--- src/rtl/valet_dispatch_arbiter.sv ---
// valet_dispatch_arbiter
// Round-robin arbiter/sequencer sharing one parking_lot_lifo between NUM_VALETS
// requesters. Each granted operation walks IDLE -> ISSUE -> CAPTURE -> RESP,
// issuing at most one single-cycle lot strobe and returning a tagged response.
// Optional feature: define VALET_RETRIEVE_PRIORITY_EN to give pending retrieves
// precedence over parks (round-robin is then applied inside the retrieve set).
module valet_dispatch_arbiter #(
    parameter int DATA_WIDTH = 16,
    parameter int NUM_VALETS = 4,
    parameter int ID_WIDTH   = $clog2(NUM_VALETS)
) (
    input  logic                             clk,
    input  logic                             reset_n,
    input  logic [NUM_VALETS-1:0]            req_valid,
    input  logic [NUM_VALETS-1:0]            req_op,
    input  logic [NUM_VALETS*DATA_WIDTH-1:0] req_data,
    output logic [NUM_VALETS-1:0]            req_ready,
    output logic                             resp_valid,
    output logic [ID_WIDTH-1:0]              resp_id,
    output logic [DATA_WIDTH-1:0]            resp_data,
    output logic                             resp_err,
    output logic                             busy,
    output logic                             lot_write_enable,
    output logic                             lot_read_enable,
    output logic [DATA_WIDTH-1:0]            lot_data_in,
    input  logic [DATA_WIDTH-1:0]            lot_data_out,
    input  logic                             lot_full,
    input  logic                             lot_empty,
    input  logic                             lot_cooldown_active
);

    typedef enum logic [1:0] {
        ST_IDLE    = 2'd0,
        ST_ISSUE   = 2'd1,
        ST_CAPTURE = 2'd2,
        ST_RESP    = 2'd3
    } state_t;

    state_t                  state_r;
    logic [ID_WIDTH-1:0]     rr_ptr_r;
    logic [ID_WIDTH-1:0]     win_id_r;
    logic                    win_op_r;
    logic                    err_r;

    logic [NUM_VALETS-1:0]   req_ready_r;
    logic                    resp_valid_r;
    logic [ID_WIDTH-1:0]     resp_id_r;
    logic [DATA_WIDTH-1:0]   resp_data_r;
    logic                    resp_err_r;
    logic                    busy_r;
    logic                    lot_we_r;
    logic                    lot_re_r;
    logic [DATA_WIDTH-1:0]   lot_data_in_r;

    logic [NUM_VALETS-1:0]   cand_s;
    logic                    found_s;
    int                      scan_idx_s;
    logic [ID_WIDTH-1:0]     scan_id_s;
    logic [ID_WIDTH-1:0]     win_id_s;
    logic                    win_op_s;
    logic [DATA_WIDTH-1:0]   win_data_s;
    logic                    err_s;
    logic [ID_WIDTH-1:0]     rr_next_s;
    logic [NUM_VALETS-1:0]   grant_s;

    // Pick the winner: cyclic scan from rr_ptr over the eligible requesters.
    always_comb begin
        cand_s = req_valid;
`ifdef VALET_RETRIEVE_PRIORITY_EN
        if (|(req_valid & req_op)) begin
            cand_s = req_valid & req_op;
        end else begin
            cand_s = req_valid;
        end
`endif
        found_s    = 1'b0;
        win_id_s   = '0;
        scan_idx_s = 0;
        scan_id_s  = '0;
        for (int k = 0; k < NUM_VALETS; k++) begin
            scan_idx_s = int'(rr_ptr_r) + k;
            if (scan_idx_s >= NUM_VALETS) begin
                scan_idx_s = scan_idx_s - NUM_VALETS;
            end else begin
                scan_idx_s = scan_idx_s;
            end
            scan_id_s = ID_WIDTH'(scan_idx_s);
            if (!found_s && cand_s[scan_id_s]) begin
                found_s  = 1'b1;
                win_id_s = scan_id_s;
            end else begin
                found_s  = found_s;
            end
        end
        win_data_s = '0;
        grant_s    = '0;
        for (int k = 0; k < NUM_VALETS; k++) begin
            if (win_id_s == ID_WIDTH'(k)) begin
                win_data_s = req_data[k*DATA_WIDTH +: DATA_WIDTH];
                grant_s[k] = 1'b1;
            end else begin
                grant_s[k] = 1'b0;
            end
        end
        win_op_s = req_op[win_id_s];
        // Park needs room, retrieve needs an entry.
        err_s    = win_op_s ? lot_empty : lot_full;
        if (win_id_s == ID_WIDTH'(NUM_VALETS - 1)) begin
            rr_next_s = '0;
        end else begin
            rr_next_s = win_id_s + ID_WIDTH'(1);
        end
    end

    // Sequencer FSM with registered grant, strobe and response outputs.
    always_ff @(posedge clk or negedge reset_n) begin
        if (!reset_n) begin
            state_r       <= ST_IDLE;
            rr_ptr_r      <= '0;
            win_id_r      <= '0;
            win_op_r      <= 1'b0;
            err_r         <= 1'b0;
            req_ready_r   <= '0;
            resp_valid_r  <= 1'b0;
            resp_id_r     <= '0;
            resp_data_r   <= '0;
            resp_err_r    <= 1'b0;
            busy_r        <= 1'b0;
            lot_we_r      <= 1'b0;
            lot_re_r      <= 1'b0;
            lot_data_in_r <= '0;
        end else begin
            // Pulse outputs default low; only the owning state raises them.
            req_ready_r   <= '0;
            resp_valid_r  <= 1'b0;
            resp_id_r     <= '0;
            resp_data_r   <= '0;
            resp_err_r    <= 1'b0;
            lot_we_r      <= 1'b0;
            lot_re_r      <= 1'b0;
            lot_data_in_r <= '0;
            case (state_r)
                ST_IDLE: begin
                    if (!lot_cooldown_active && found_s) begin
                        state_r     <= ST_ISSUE;
                        busy_r      <= 1'b1;
                        rr_ptr_r    <= rr_next_s;
                        win_id_r    <= win_id_s;
                        win_op_r    <= win_op_s;
                        err_r       <= err_s;
                        req_ready_r <= grant_s;
                        // An operation the lot cannot accept never reaches it.
                        if (!err_s) begin
                            lot_we_r      <= ~win_op_s;
                            lot_re_r      <= win_op_s;
                            lot_data_in_r <= win_data_s;
                        end
                    end else begin
                        state_r <= ST_IDLE;
                        busy_r  <= 1'b0;
                    end
                end
                ST_ISSUE: begin
                    state_r <= ST_CAPTURE;
                end
                ST_CAPTURE: begin
                    // Pop data is valid now; register it straight into the response.
                    state_r      <= ST_RESP;
                    resp_valid_r <= 1'b1;
                    resp_id_r    <= win_id_r;
                    resp_err_r   <= err_r;
                    resp_data_r  <= (win_op_r && !err_r) ? lot_data_out : '0;
                end
                ST_RESP: begin
                    state_r <= ST_IDLE;
                    busy_r  <= 1'b0;
                end
                default: begin
                    state_r <= ST_IDLE;
                    busy_r  <= 1'b0;
                end
            endcase
        end
    end

    assign req_ready        = req_ready_r;
    assign resp_valid       = resp_valid_r;
    assign resp_id          = resp_id_r;
    assign resp_data        = resp_data_r;
    assign resp_err         = resp_err_r;
    assign busy             = busy_r;
    assign lot_write_enable = lot_we_r;
    assign lot_read_enable  = lot_re_r;
    assign lot_data_in      = lot_data_in_r;

endmodule

--- config.mk ---
export PLATFORM = sky130hd
export DESIGN_NAME = valet_dispatch_arbiter
export DESIGN_NICKNAME = d
export VERILOG_FILES = /design/src/rtl/valet_dispatch_arbiter.sv
export SDC_FILE = /design/constraint.sdc
export NUM_CORES = 1
export LEC_CHECK = 0
export CORE_MARGIN = 5
export CORE_UTILIZATION = 39
export DETAILED_ROUTE_END_ITERATION = 8
export PLACE_DENSITY = 0.84
export SYNTH_ARGS = -nofsm -noshare
export SYNTH_HDL_FRONTEND = slang
export SYNTH_SLANG_ARGS = --single-unit
--- constraint.sdc ---
create_clock -name clk -period 2.7 [get_ports clk]
set_input_delay 0.27 -clock clk [delete_from_list [all_inputs] [get_ports clk]]
set_output_delay 0.27 -clock clk [all_outputs]
set_load 0.02 [all_outputs]
Yosys cells after proc, flatten, opt, wreduce, memory -nomap -nowiden
Index checks and enable logic that the tools add are counted.
{ "op_classes": {"n_addsub": 8, "magnitude_cmp": 9, "eq_ne": 6, "mux": 52, "n_bitwise": 1, "n_reduce_logical": 14} }
{ "op_table": {"columns": ["operator", "count"], "rows": [
  ["2-to-1 mux 16 bit", 9],
  ["2-to-1 mux 1 bit", 24],
  ["2-to-1 mux 2 bit", 10],
  ["< comparator 2 x 3 -> 1 bit, second input constant", 5],
  ["binary-select mux 1 bit (select 2 bit)", 5],
  [">= comparator 3 bit, second input constant", 3],
  ["== test 2 bit, second input constant", 4],
  ["2-to-1 mux 4 bit", 2],
  ["one-hot mux 2 bit (4 select lines)", 1],
  ["subtractor 2 x 1 -> 2 bit, second input constant", 4],
  ["adder 2 x 2 -> 3 bit, second input constant", 2],
  ["logical AND 1 bit", 5],
  ["zero test 1 bit", 5],
  ["== test 2 x 1 -> 1 bit, second input constant", 2],
  ["zero test 2 bit", 2],
  ["adder 2 x 1 -> 3 bit, second input constant", 1],
  [">= comparator 2 x 3 -> 1 bit, second input constant", 1],
  ["adder 2 x 1 -> 2 bit, second input constant", 1],
  ["one-hot mux 1 bit (2 select lines)", 1],
  ["AND reduction 2 bit", 1],
  ["nonzero test 2 bit", 1],
  ["NOT 1 bit", 1]
]} }
{ "word_totals": {"reg_bits": 51, "out_inout_bits": 43, "wordCells": 104} }

Depth between registers and ports, before layout
{ "depth": {"depth_word": 22, "mapped_depth": 11, "ltp_nobuf": 10} }

Worst setup path after synthesis
OpenSTA, ideal clock, no wires.
{ "synth_path": {"path_kind": "register to register", "start": "reg rr_ptr_r[1]", "end": "reg lot_data_in_r[10] (netlist: lot_data_in[10])", "setup_time_ps": 73, "arrival_ps": 2378, "required_time_ps": 2627, "path_slack_ps": 249, "path_stages_with_launch": 12, "path_buffers": 2, "synth_period_minus_slack_ps": 2451, "cell_sequence": "dfrtp_1 nand2_1 a311oi_1 nor2_1 inv_1 ha_1 clkbuf_1 clkbuf_1 a21oi_1 o21ai_0 mux2i_1 a21oi_2"} }
{ "synth_between": {"elab_chain_cells": 22, "word_cells_on_any_way": 52, "cone_classes": "add/sub: 7; order compare: 4; eq/ne: 3; mux: 30; reduce/logical: 8"} }
{ "synth_lines": {"columns": ["item", "line", "rtl"], "rows": [
  ["start, declared", "40", "logic [ID_WIDTH-1:0] rr_ptr_r;"],
  ["start signal, assigned", "147", "rr_ptr_r <= rr_next_s;"],
  ["parallel branches: the longest is 13 deep, another holds adder 2 x 1 -> 3 bit", null, null],
  ["2-to-1 mux 2 bit *", "88", "if (!found_s && cand_s[scan_id_s]) begin"],
  ["named net win_id_s[1]", "59", "logic [ID_WIDTH-1:0] win_id_s;"],
  ["zero test 2 bit", "98", "if (win_id_s == ID_WIDTH'(k)) begin"],
  ["2-to-1 mux 16 bit (4 in series)", "98", null],
  ["2-to-1 mux 16 bit *", "153", "if (!err_s) begin"],
  ["2-to-1 mux 16 bit *", "144", "if (!lot_cooldown_active && found_s) begin"],
  ["2-to-1 mux 16 bit *", "142", "case (state_r)"],
  ["end signal, assigned", "156", "lot_data_in_r <= win_data_s;"],
  ["end, declared", "53", "logic [DATA_WIDTH-1:0] lot_data_in_r;"]
]} }
Mark *: on every way through the listed nets, which the timed path passes. The select of a mux whose other input is x is not followed.
A chain may end at the register's enable or synchronous reset.

Worst setup path in the final report
{ "layout_path": {"start": "in req_valid[0]", "end": "reg lot_data_in_r[14] (netlist: lot_data_in[14])"} }
{ "layout_between": {"elab_chain_cells": 20, "word_cells_on_any_way": 37, "cone_classes": "eq/ne: 3; mux: 26; reduce/logical: 8"} }
{ "layout_lines": {"columns": ["item", "line", "rtl"], "rows": [
  ["start, declared", "14", "input logic [NUM_VALETS-1:0] req_valid,"],
  ["binary-select mux 1 bit (select 2 bit)", "88", null],
  ["2-to-1 mux 1 bit (implied by the code)", "88", null],
  ["2-to-1 mux 1 bit", "88", null],
  ["zero test 1 bit", "88", null],
  ["logical AND 1 bit", "88", null],
  ["2-to-1 mux 1 bit", "88", null],
  ["zero test 1 bit", "88", null],
  ["logical AND 1 bit", "88", null],
  ["(+2 left out)", null, null],
  ["logical AND 1 bit", "88", null],
  ["2-to-1 mux 2 bit *", "88", null],
  ["named net win_id_s[0]", "59", null],
  ["zero test 2 bit", "98", null],
  ["2-to-1 mux 16 bit (4 in series)", "98", null],
  ["2-to-1 mux 16 bit *", "153", null],
  ["2-to-1 mux 16 bit *", "144", null],
  ["2-to-1 mux 16 bit *", "142", null]
]} }
The timed path passes the listed nets; every way through them passes the cells marked *. The select of a mux whose other input is x is not followed.

==> impl_metrics.env <==
export IMPL_cap_violations=0
export IMPL_nets=479
export IMPL_dp_hpwl_mm=5.76
export IMPL_place_inst=448
export IMPL_io_buffers=135
export IMPL_cts_tree="built"
export IMPL_synth_top_cell_area_share_pct=49.9
export IMPL_numCtsBuffers=5
export IMPL_core_area_sq_um=6350
export IMPL_vias=2230
export IMPL_vdd_drop_max_mv=0.370
export IMPL_clockBufferDepth=2
export IMPL_yosysSeqAreaShare_pct=49.9
export IMPL_drc=0
export IMPL_gp_congestion=0.806
export IMPL_fin_ws_ns=0.214
export IMPL_pre_cts_slack_ns=-0.122
export IMPL_final_antenna_net_count=0
export IMPL_fillCellCount=504
export IMPL_post_cts_buffers=0
export IMPL_initial_utilization_pct=40.3
export IMPL_insertedDiodeCount=0
export IMPL_clk_pin_slew_ns=0.10
export IMPL_viasPerCell=4.88
export IMPL_antenna_found_initial=0
export IMPL_yosysUniqueCellTypes=35
export IMPL_status="finished, final reports clean"
export IMPL_drt_iter0_markers=38
export IMPL_wire_per_inst_um=15.6
export IMPL_cts_root_buf="clkbuf_8"
export IMPL_rsz0062_at_grt="no"
export IMPL_grt_max_degree=35
export IMPL_slew_headroom_pct=70.7
export IMPL_fin_setup_tns_ns=0
export IMPL_cpPeakStageDelay_ns=0.53
export IMPL_drive_gt1_share_pct=9.47
export IMPL_min_path_type="input port to async pin"
export IMPL_syn_avg_cell_area_sq_um=10.7
export IMPL_cp_cell_sequence="clkdlybuf4s50_1 -> or3b_1 -> o221ai_4 -> inv_1 -> ha_1 -> buf_12 -> and3b_1 -> a21oi_1 -> o21ai_0 -> mux2i_1 -> a21oi_2"
export IMPL_instances_no_fill=457
export IMPL_async_reset_ff_share_pct=100
export IMPL_finalWirelength_mm=7.11
export IMPL_cp_required_ns=2.94
export IMPL_die_w_um=91.0
export IMPL_critPathCaptureType="flop"
export IMPL_p_leak_nw=1.82
export IMPL_synth_commonest_cells="51 x dfrtp_1, 25 x nand2_1, 23 x a21oi_1, 23 x and2_1, 19 x o21ai_0"
export IMPL_final_max_slew_viol_count=0
export IMPL_clk_latency_ns=0.30
export IMPL_ys_warn_count=0
export IMPL_die_area_sq_um=8280
export IMPL_fin_crit_ns=2.49
export IMPL_grt_pass1_wl_mm=11.4
export IMPL_dr_pass1_iters=4
export IMPL_max_freq_mhz=402
export IMPL_synthFlopType="dfrtp_1"
export IMPL_finalHoldViolations=0
export IMPL_start_kind="input port"
export IMPL_synth_seq_cells=51
export IMPL_worstPathArrival_ns=2.73
export IMPL_area_growth_pct=61.8
export IMPL_synth_edf_count=0
export IMPL_cpMaxStageDelayCell="clkdlybuf4s50_1"
export IMPL_critPathMaxFanout=33
export IMPL_grt_usage_pct=16.7
export IMPL_dieHeight_um=91.0
export IMPL_grt_pass1_vias=2362
export IMPL_power_density_nw_per_um2=681
export IMPL_synth_top_area_cell="dfrtp_1"
export IMPL_synth_nets=340
export IMPL_synth_area_leaders="dfrtp_1 50%, mux2i_1 6.7%, and2_1 5.6%, and3b_1 5.5%, a21oi_1 4.5%"
export IMPL_cts_sinks=51
export IMPL_synth_area_sq_um=2560
export IMPL_holdWs_ns=0.438
export IMPL_critPathKind="input port to flop"
export IMPL_num_io_pins=136
export IMPL_cts_max_level=2
export IMPL_fin_skew_ns=0.0136
export IMPL_yosysMostFrequentCell="dfrtp_1"
export IMPL_utilization_pct=65.2
export IMPL_min_period_over_period_pct=92.1
export IMPL_synthCells=240
export IMPL_worstMarginPinSlew_ns=0.435
export IMPL_gr_total_overflow=0
export IMPL_setup_violations=0
export IMPL_row_count=29
[critical path, delay by kind of cell]
family / cells / cell delay [ns]
simple gates: 2 / 0.64
mux: 1 / 0.15
buf+inv: 3 / 0.83
fa+ha+maj: 1 / 0.25
compound gates: 4 / 0.57
[report_power, final]
part / leakage [nW] / switching, mW / internal, mW / total [mW]
clock network: 0.0474 / 0.252 / 0.210 / 0.462
logic: 1.08 / 0.697 / 0.674 / 1.37
registers: 0.689 / 0.0747 / 0.909 / 0.984
[sequential cells by signal, summed over array words and instances, names as in the netlist]
register / count
busy: 1
state_r: 2
lot_read_enable: 1
win_op_r: 1
resp_data: 16
win_id_r: 2
lot_write_enable: 1
resp_id: 2
resp_err: 1
lot_data_in: 16
resp_valid: 1
req_ready: 4
rr_ptr_r: 2
err_r: 1
[per-stage QoR]
| step | area [sq um] | power [mW] |
|---|---|---|
| 3_5_place_dp | 4030 | 2.38 |
| 5_1_grt | 4140 | 3.02 |
| 4_1_cts | 4140 | 2.84 |
| 2_1_floorplan | 2560 | 1.83 |
| 6_report | 4140 | 2.82 |
| 3_3_place_gp | 4030 | 2.34 |
[layer usage]
layer	share of wire, %	up-vias	wire length [um]	GRT usage (%)
met3	8.1	8	576	4.30
li1	-	1104	-	-
met2	50	98	3580	29.0
met5	0	-	0	0
met1	40	1020	2850	20.5
met4	1.5	0	105	4.40
[final timing paths]
path / startpoint / to / slack [ns] / cells past startpoint
min in group clk: win_id_r[0]$_DFFE_PN0P_ / win_id_r[0]$_DFFE_PN0P_ / 0.50 / 2
max: req_valid[0] / lot_data_in[14]$_DFF_PN0_ / 0.21 / 11
min: reset_n / lot_data_in[9]$_DFF_PN0_ / 0.44 / 2
max reg2reg: rr_ptr_r[1]$_DFFE_PN0P_ / lot_data_in[14]$_DFF_PN0_ / 0.22 / 10
min reg2reg: win_id_r[0]$_DFFE_PN0P_ / win_id_r[0]$_DFFE_PN0P_ / 0.50 / 2
max in group asynchronous: reset_n / rr_ptr_r[0]$_DFFE_PN0P_ / 1.48 / 3
[cell families after synthesis]
kind of cell             synth area share [%]
multiplexers                             9.69
AND/OR/NAND/NOR                          18.0
adder cells (fa/ha/maj)                  3.42
buffers and inverters                    4.01
AO/OA/AOI/OAI                            15.0
flip-flops                               49.9
[layout make-up]
class,instances,area (sq um),area share [%]
repair buffers,145,1450,35.0
flip-flops and latches,51,1280,30.8
multi-input cells,166,1180,28.5
well taps,77,96.3,2.33
clock buffers,6,82.6,2.00
inverters,10,37.5,0.907
clock inverters,2,16.3,0.393
[timing repair]
action,in CTS,in global routing
endpoints found under the hold margin,17,0
endpoints found under the setup margin,0,2
hold buffers,1,0
resized for setup,0,1
[layout by cell type (no fill, tap or decap), types with 2 or more instances in the layout]
cell type        count
a21oi_2             10
buf_4                7
mux2_4               2
buf_12               2
nor2_1               2
and2_1              23
dfrtp_1             51
ha_1                 6
inv_1               10
nor4_1               2
and3b_1             16
nand2_1             25
mux2i_1             17
o21ai_0             19
clkbuf_8             6
o211ai_1             2
and3_1               2
clkdlybuf4s50_1    134
a21oi_1             23
(Power assumes the default switching activity.)
